$ cat src/rtl/pair_stream_loader.sv
// Byte-pair stream loader: packs (addr, data) byte pairs into 16-bit words, writes them
// sequentially from BASE_ADDR, then hands the batch word count to the transfer FSM.
module pair_stream_loader #(
  parameter logic [15:0] BASE_ADDR = 16'h0000,
  parameter int unsigned DEPTH     = 256
) (
  input  logic        clk,
  input  logic        rst,
  input  logic        s_valid,
  input  logic [7:0]  s_data,
  input  logic        s_last,
  output logic        s_ready,
  output logic        mem_we,
  output logic [15:0] mem_addr,
  output logic [15:0] mem_wdata,
  output logic        batch_valid,
  output logic [15:0] batch_words,
  input  logic        batch_ack,
  output logic        err_odd,
  output logic        err_full,
  input  logic        clr_err
);

  typedef enum logic [1:0] {HI, LO, WR, DONE} state_e;

  localparam logic [16:0] DEPTH_W = 17'(DEPTH);

  state_e      state_q, state_d;
  logic [16:0] wr_ptr_q, wr_ptr_d;
  logic [7:0]  addr_q;
  logic        last_q;
  logic        mem_we_q;
  logic [15:0] mem_addr_q, mem_wdata_q;
  logic        batch_valid_q;
  logic [15:0] batch_words_q;
  logic        err_odd_q, err_full_q;

  logic        accept, room;
  logic        set_odd, set_full, we_d;
  logic [15:0] words_sat;

  assign accept    = s_valid && s_ready;
  assign room      = (wr_ptr_q < DEPTH_W);
  assign words_sat = (wr_ptr_d > 17'h0FFFF) ? 16'hFFFF : wr_ptr_d[15:0];

  always_ff @(posedge clk) begin
    if (rst) state_q <= HI;
    else     state_q <= state_d;
  end

  always_comb begin
    state_d  = state_q;
    wr_ptr_d = wr_ptr_q;
    unique case (state_q)
      HI: begin
        if (accept) begin
          if (s_last) state_d = (wr_ptr_q != '0) ? DONE : HI;
          else        state_d = LO;
        end
      end
      LO: begin
        if (accept) state_d = WR;
      end
      WR: begin
        if (room) wr_ptr_d = wr_ptr_q + 17'd1;
        // A full memory closes the batch even if the pair was not the last one.
        state_d = (last_q || !room) ? DONE : HI;
      end
      DONE: begin
        if (batch_ack) begin
          wr_ptr_d = '0;
          state_d  = HI;
        end
      end
      default: state_d = HI;
    endcase
  end

  always_comb begin
    s_ready  = !rst && ((state_q == HI) || (state_q == LO));
    set_odd  = (state_q == HI) && accept && s_last;
    set_full = (state_q == WR) && !room;
    // Write strobe is prepared while the data byte is accepted so it lands in the WR cycle.
    we_d     = (state_q == LO) && accept && room;
  end

  always_ff @(posedge clk) begin
    if (rst) begin
      wr_ptr_q      <= '0;
      addr_q        <= '0;
      last_q        <= 1'b0;
      mem_we_q      <= 1'b0;
      mem_addr_q    <= '0;
      mem_wdata_q   <= '0;
      batch_valid_q <= 1'b0;
      batch_words_q <= '0;
      err_odd_q     <= 1'b0;
      err_full_q    <= 1'b0;
    end else begin
      wr_ptr_q <= wr_ptr_d;
      if ((state_q == HI) && accept) addr_q <= s_data;
      if ((state_q == LO) && accept) begin
        last_q      <= s_last;
        mem_addr_q  <= BASE_ADDR + wr_ptr_q[15:0];
        mem_wdata_q <= {addr_q, s_data};
      end
      mem_we_q      <= we_d;
      batch_valid_q <= (state_d == DONE);
      batch_words_q <= (state_d == DONE) ? words_sat : '0;
      if (set_odd)      err_odd_q <= 1'b1;
      else if (clr_err) err_odd_q <= 1'b0;
      if (set_full)     err_full_q <= 1'b1;
      else if (clr_err) err_full_q <= 1'b0;
    end
  end

  assign mem_we      = mem_we_q;
  assign mem_addr    = mem_addr_q;
  assign mem_wdata   = mem_wdata_q;
  assign batch_valid = batch_valid_q;
  assign batch_words = batch_words_q;
  assign err_odd     = err_odd_q;
  assign err_full    = err_full_q;

endmodule

$ cat config.mk
export PLATFORM = sky130hd
export DESIGN_NAME = pair_stream_loader
export DESIGN_NICKNAME = d
export VERILOG_FILES = /design/src/rtl/pair_stream_loader.sv
export SDC_FILE = /design/constraint.sdc
export NUM_CORES = 1
export LEC_CHECK = 0
export CORE_ASPECT_RATIO = 0.5
export CORE_MARGIN = 1.5
export CORE_UTILIZATION = 49
export DETAILED_ROUTE_END_ITERATION = 8
export GPL_ROUTABILITY_DRIVEN = 0
export GPL_TIMING_DRIVEN = 1
export PLACE_DENSITY = 0.87
export SYNTH_ARGS = -nofsm -noshare
export SYNTH_HDL_FRONTEND = slang
export SYNTH_SLANG_ARGS = --single-unit
$ cat constraint.sdc
create_clock -name clk -period 2.9 [get_ports clk]
set_input_delay 0.435 -clock clk [delete_from_list [all_inputs] [get_ports clk]]
set_output_delay 0.435 -clock clk [all_outputs]
set_load 0.01 [all_outputs]
## Word level (Yosys, flattened, before mapping)

Cells that the tools add are included.

- Reductions and logical operators: 16
- Add/subtract/negate cells: 1
- Magnitude comparators: 2
- Muxes and demuxes: 14
- Equality and inequality tests: 4
- Bitwise operators: 1

Operators with widths:

| cell | number |
|---|---|
| 17-bit two-way mux | 2 |
| 17-bit case mux with 2 select lines | 1 |
| 17-bit by 1-bit adder with 17-bit output (second input constant) | 1 |
| 17-bit by 16-bit greater-than comparator with 1-bit output (second input constant) | 1 |
| 17-bit by 9-bit < comparator with 1-bit output (second input constant) | 1 |
| 17-bit nonzero test | 1 |
| 16-bit two-way mux | 1 |
| 2-bit two-way mux | 6 |
| 2-bit case mux with 4 select lines | 1 |
| 1-bit logical AND | 7 |
| 2-bit equality test (second input constant) | 3 |
| 2-bit nonzero test | 2 |
| 1-bit two-way mux | 3 |
| 2-bit by 1-bit equality test with 1-bit output (second input constant) | 1 |
| 1-bit zero test | 2 |
| 2-bit zero test | 1 |
| 1-bit logical OR | 2 |
| 2-bit OR reduction | 1 |
| 1-bit inverter | 1 |

- Register bits after elaboration: 80
- Word-level logic and storage cells: 49

## Depth between registers and ports, before layout

Gate-level depths: netlist of run 1.

- Depth in word-level cells: 9
- Mapped depth: 8
- Depth with buffers taken out: 8

## Worst setup path after synthesis of run 1

OpenSTA, ideal clock, no wires.

- Kind: register -> register
- Start: reg wr_ptr_q[11]
- End: reg batch_words_q[4], in the netlist batch_words[4]
- Slack: 0.724 ns
- Library setup time: 0.126 ns
- Required time: 2.774 ns
- Stages on the path, launching flop included: 8
- Data arrival time: 2.051 ns
- Path buffers: 2
- Clock period less this slack: 2.176 ns
- Cells stage by stage: dfxtp_1 > or4_4 > or3_1 > buf_6 > o311a_4 > a21oi_4 > buf_6 > a21oi_1

- Cells in the longest elaborated chain, start to end: 8
- Elaborated cells between the ends (all ways): 18
- Classes of those cells: add/sub (1); order compare (2); eq/ne (1); mux (9); bitwise (1); reduce/logical (4)

RTL lines:

| item | line | text |
|---|---|---|
| start: declaration | 29 | `logic [16:0] wr_ptr_q, wr_ptr_d;` |
| start signal: assignment | 100 | `wr_ptr_q <= wr_ptr_d;` |
| parallel branches: the longest is 8 deep, another holds 17-bit by 1-bit adder with 17-bit output | - |  |
| end signal: assignment | 109 | `batch_words_q <= (state_d == DONE) ? words_sat : '0;` |
| end: declaration | 35 | `logic [15:0] batch_words_q;` |

Parallel ways; which one is timed is not known.
A chain may end at the register's enable or synchronous reset.

## Worst setup path after layout of run 1

- Start: reg wr_ptr_q[11]
- End: reg batch_words_q[10], in the netlist batch_words[10]

The elaborated chain is that of the path after synthesis.

==> results of run 1 <==
==> power breakdown <==
group | total (mW) | internal (mW) | switching [mW]
logic | 0.112 | 0.0467 | 0.0653
clock network | 1.26 | 0.806 | 0.457
registers | 1.13 | 1.11 | 0.0143
==> worst max-delay path, cell delays in order (launching register included) <==
cell     delay [ns]
dfxtp_1        0.34
or4_4          0.56
or3_1          0.50
o311a_4        0.37
a21oi_4        0.43
inv_2          0.08
and2_1         0.16
==> sequential cells by signal, indices dropped and copies added (netlist names) <==
name,count
state_q,2
batch_valid,1
mem_wdata,16
mem_we,1
wr_ptr_q,17
err_odd,1
batch_words,16
err_full,1
last_q,1
mem_addr,16
addr_q,8
==> cell families after synthesis <==
family                     share of synthesized area (%)
buffers and inverters                               3.85
adders and majority gates                          0.845
muxes                                               1.69
xor gates and xnor gates                           0.592
and+or+nand+nor                                     24.3
AOI/OAI and AO/OA                                   14.6
DFF                                                 54.1
==> path summary, 6_finish.rpt <==
kind | start | end | slack [ns] | cells after the start
min reg2reg | mem_wdata[3] | mem_wdata[3] | 0.45 | 2
min | mem_wdata[3] | mem_wdata[3] | 0.45 | 2
max | wr_ptr_q[11] | batch_words[10] | 0.35 | 6
max reg2reg | wr_ptr_q[11] | batch_words[10] | 0.35 | 6
==> per-layer routing <==
metal	track usage [%]	part of all wire (%)	vias up
met2	42.4	50	103
met4	7.68	1.8	0
met5	0	0	-
met3	9.10	7.1	19
li1	-	-	1298
met1	29.3	41	1302
==> area by class of cell <==
type                       instances  share of cell area, %
inverter                           5                  0.468
clock buffer                      11                   6.30
multi-input combinational        245                   31.0
clock inverter                     5                   2.12
sequential                        80                   39.9
tap                               73                   2.28
timing repair buffer              74                   17.8
==> cell usage after synthesis <==
library cell | number | area [sq um]
nor4_1 | 3 | 18.8
or4b_2 | 1 | 10.0
o311a_4 | 1 | 21.3
inv_1 | 4 | 15.0
o21ai_0 | 6 | 30.0
a41oi_1 | 1 | 8.76
dfxtp_1 | 80 | 1600
nand4b_1 | 1 | 8.76
nand2b_1 | 2 | 12.5
a32oi_1 | 2 | 17.5
o21a_1 | 1 | 7.51
nor2b_1 | 3 | 18.8
or3_1 | 2 | 12.5
inv_2 | 1 | 3.75
a21oi_1 | 57 | 285
and2_2 | 1 | 7.51
a21oi_4 | 1 | 16.3
mux2i_1 | 5 | 50.1
buf_4 | 1 | 7.51
nor4b_2 | 1 | 15.0
and3_1 | 4 | 25.0
ha_1 | 2 | 25.0
o211ai_1 | 1 | 7.51
xor2_1 | 2 | 17.5
or2_2 | 2 | 12.5
nand2_1 | 93 | 349
buf_6 | 3 | 33.8
nand4_1 | 1 | 6.26
nor2_1 | 25 | 93.8
nand3_1 | 7 | 35.0
buf_2 | 1 | 5.00
and2_1 | 10 | 62.6
a22oi_1 | 1 | 7.51
clkbuf_1 | 13 | 48.8
nor3_1 | 4 | 20.0
or4_4 | 1 | 11.3
o31a_2 | 1 | 10.0
a31oi_1 | 2 | 12.5
a21o_2 | 1 | 8.76
==> stage by stage <==
| stage | hold WS [ns] | util, % | setup WS [ns] | instances |
|---|---|---|---|---|
| CTS | 0.457 | 70.9 | 0.394 | 493 |
| detailed placement | 0.449 | 64.9 | 0.419 | 477 |
| floorplan | 0.432 | - | 0.724 | 348 |
| global route | 0.477 | 70.9 | 0.287 | 493 |
| global placement | 0.436 | 64.9 | 0.474 | 477 |
| finish | 0.455 | 70.9 | 0.353 | 493 |
==> out/results.ini, run 1 <==
[clock_tree]
cts_tree = built
ctsHoldBuffers = 0
numClockSinks = 80
clkSlewWorstSetupHoldPaths_ns = 0.06
post_cts.resized_instances = 0
clk_latency_ns = 0.34
post_cts.repair.setup_buffers = 0
clockRootBuffer = clkbuf_16
cts_buffer_depth = 2
numCtsBuffers = 9
cts-htree-levels = 3

[sta]
setup-tns-final_ns = 0
worstMarginPinSlew_ns = 0.829
rsz0062_at_grt = no
max-slew-margin-rel_pct = 44.2
drv_slew = 0
period_needed_ns = 2.55
fmax_mhz = 393
setup_skew_after_layout_ns = 0.00747
setup_viol = 0
hold_viol_final = 0
final_min_period_over_clock_period_pct = 87.8

[synthesis]
syn_avg_cell_area_sq_um = 8.51
syn_nets = 364
yosys.cell_types.count = 39
synth.yosys.seq_area_share_pct = 54.1
synth.cell_area_sq_um = 2960
synthesis.yosys.warnings = 0
synth_seq_cells = 80
post_synth_inst_count = 348

[detailed_routing]
vias_per_cell = 5.52
drc = 0
num_vias = 2722
dr.first_iter.drc_count = 154
wirelength_mm = 7.77
antenna_violating_nets_post_route = 0
drt-wirelength-per-cell_microns = 15.8
dr.pass1.iters = 5

[floorplan]
floorplan.die.height_microns = 58.0
fp-row-count = 19
core_area_sq_um = 5660
die_area_sq_um = 6540
num_io_pins = 67
initial_cell_density_of_the_core_pct = 52.3
die_width_microns = 113

[final_layout]
layout.cells.most_common = nand2_1
area.sequential_sq_um = 1600
footprint_of_the_multi_input_gates_sq_um = 1240
fillers = 412
insertedDiodeCount = 0
final_nets = 431
layout-drive-gt1-share_pct = 8.57
syn_to_final_growth_pct = 35.5
mostFrequentLayoutCells = nand2_1 (93), dfxtp_1 (80), clkdlybuf4s50_1 (65)
postLayoutCellArea_sq_um = 4010

[global_routing]
grt_max_degree = 37
grt_overflow_total = 0
grt_antenna_before_repair = 0
first_pass_grt_wire_length_mm = 12.3
grt.total_usage_pct = 24.6
grt_pass1_vias = 2546

[power_and_ir_drop]
ir_worst_vdd_uv = 506
power_mw = 2.50
power-per-cell-area_nw_per_um2 = 624
cellLeakagePower_nw = 1.45

[placed_design]
port_buffers = 66
dpl.hpwl_mm = 5.09
placement.cell_area_sq_um = 3670

[worst_hold_path]
worstHoldPathType = flop to flop

[status]
outcome = finished clean

[critical_path]
end_kind = flop
worst-endpoint-required_ns = 3.14
timing.setup.critical_path_class = flop to flop
critical_path.startpoint_type = flop
timing.critical_path.arrival_ns = 2.78
maximum_fanout_count_along_the_critical_path = 15

[run]
drv_cap = 0

(Power assumes the default switching activity.)
==> run 2: changes to the inputs <==
Settings changed: CAP_MARGIN set to 0, HOLD_SLACK_MARGIN set to 0.05.
==> results of run 2 <==
The final DEF is identical to that of run 1; final timing and power are the same.
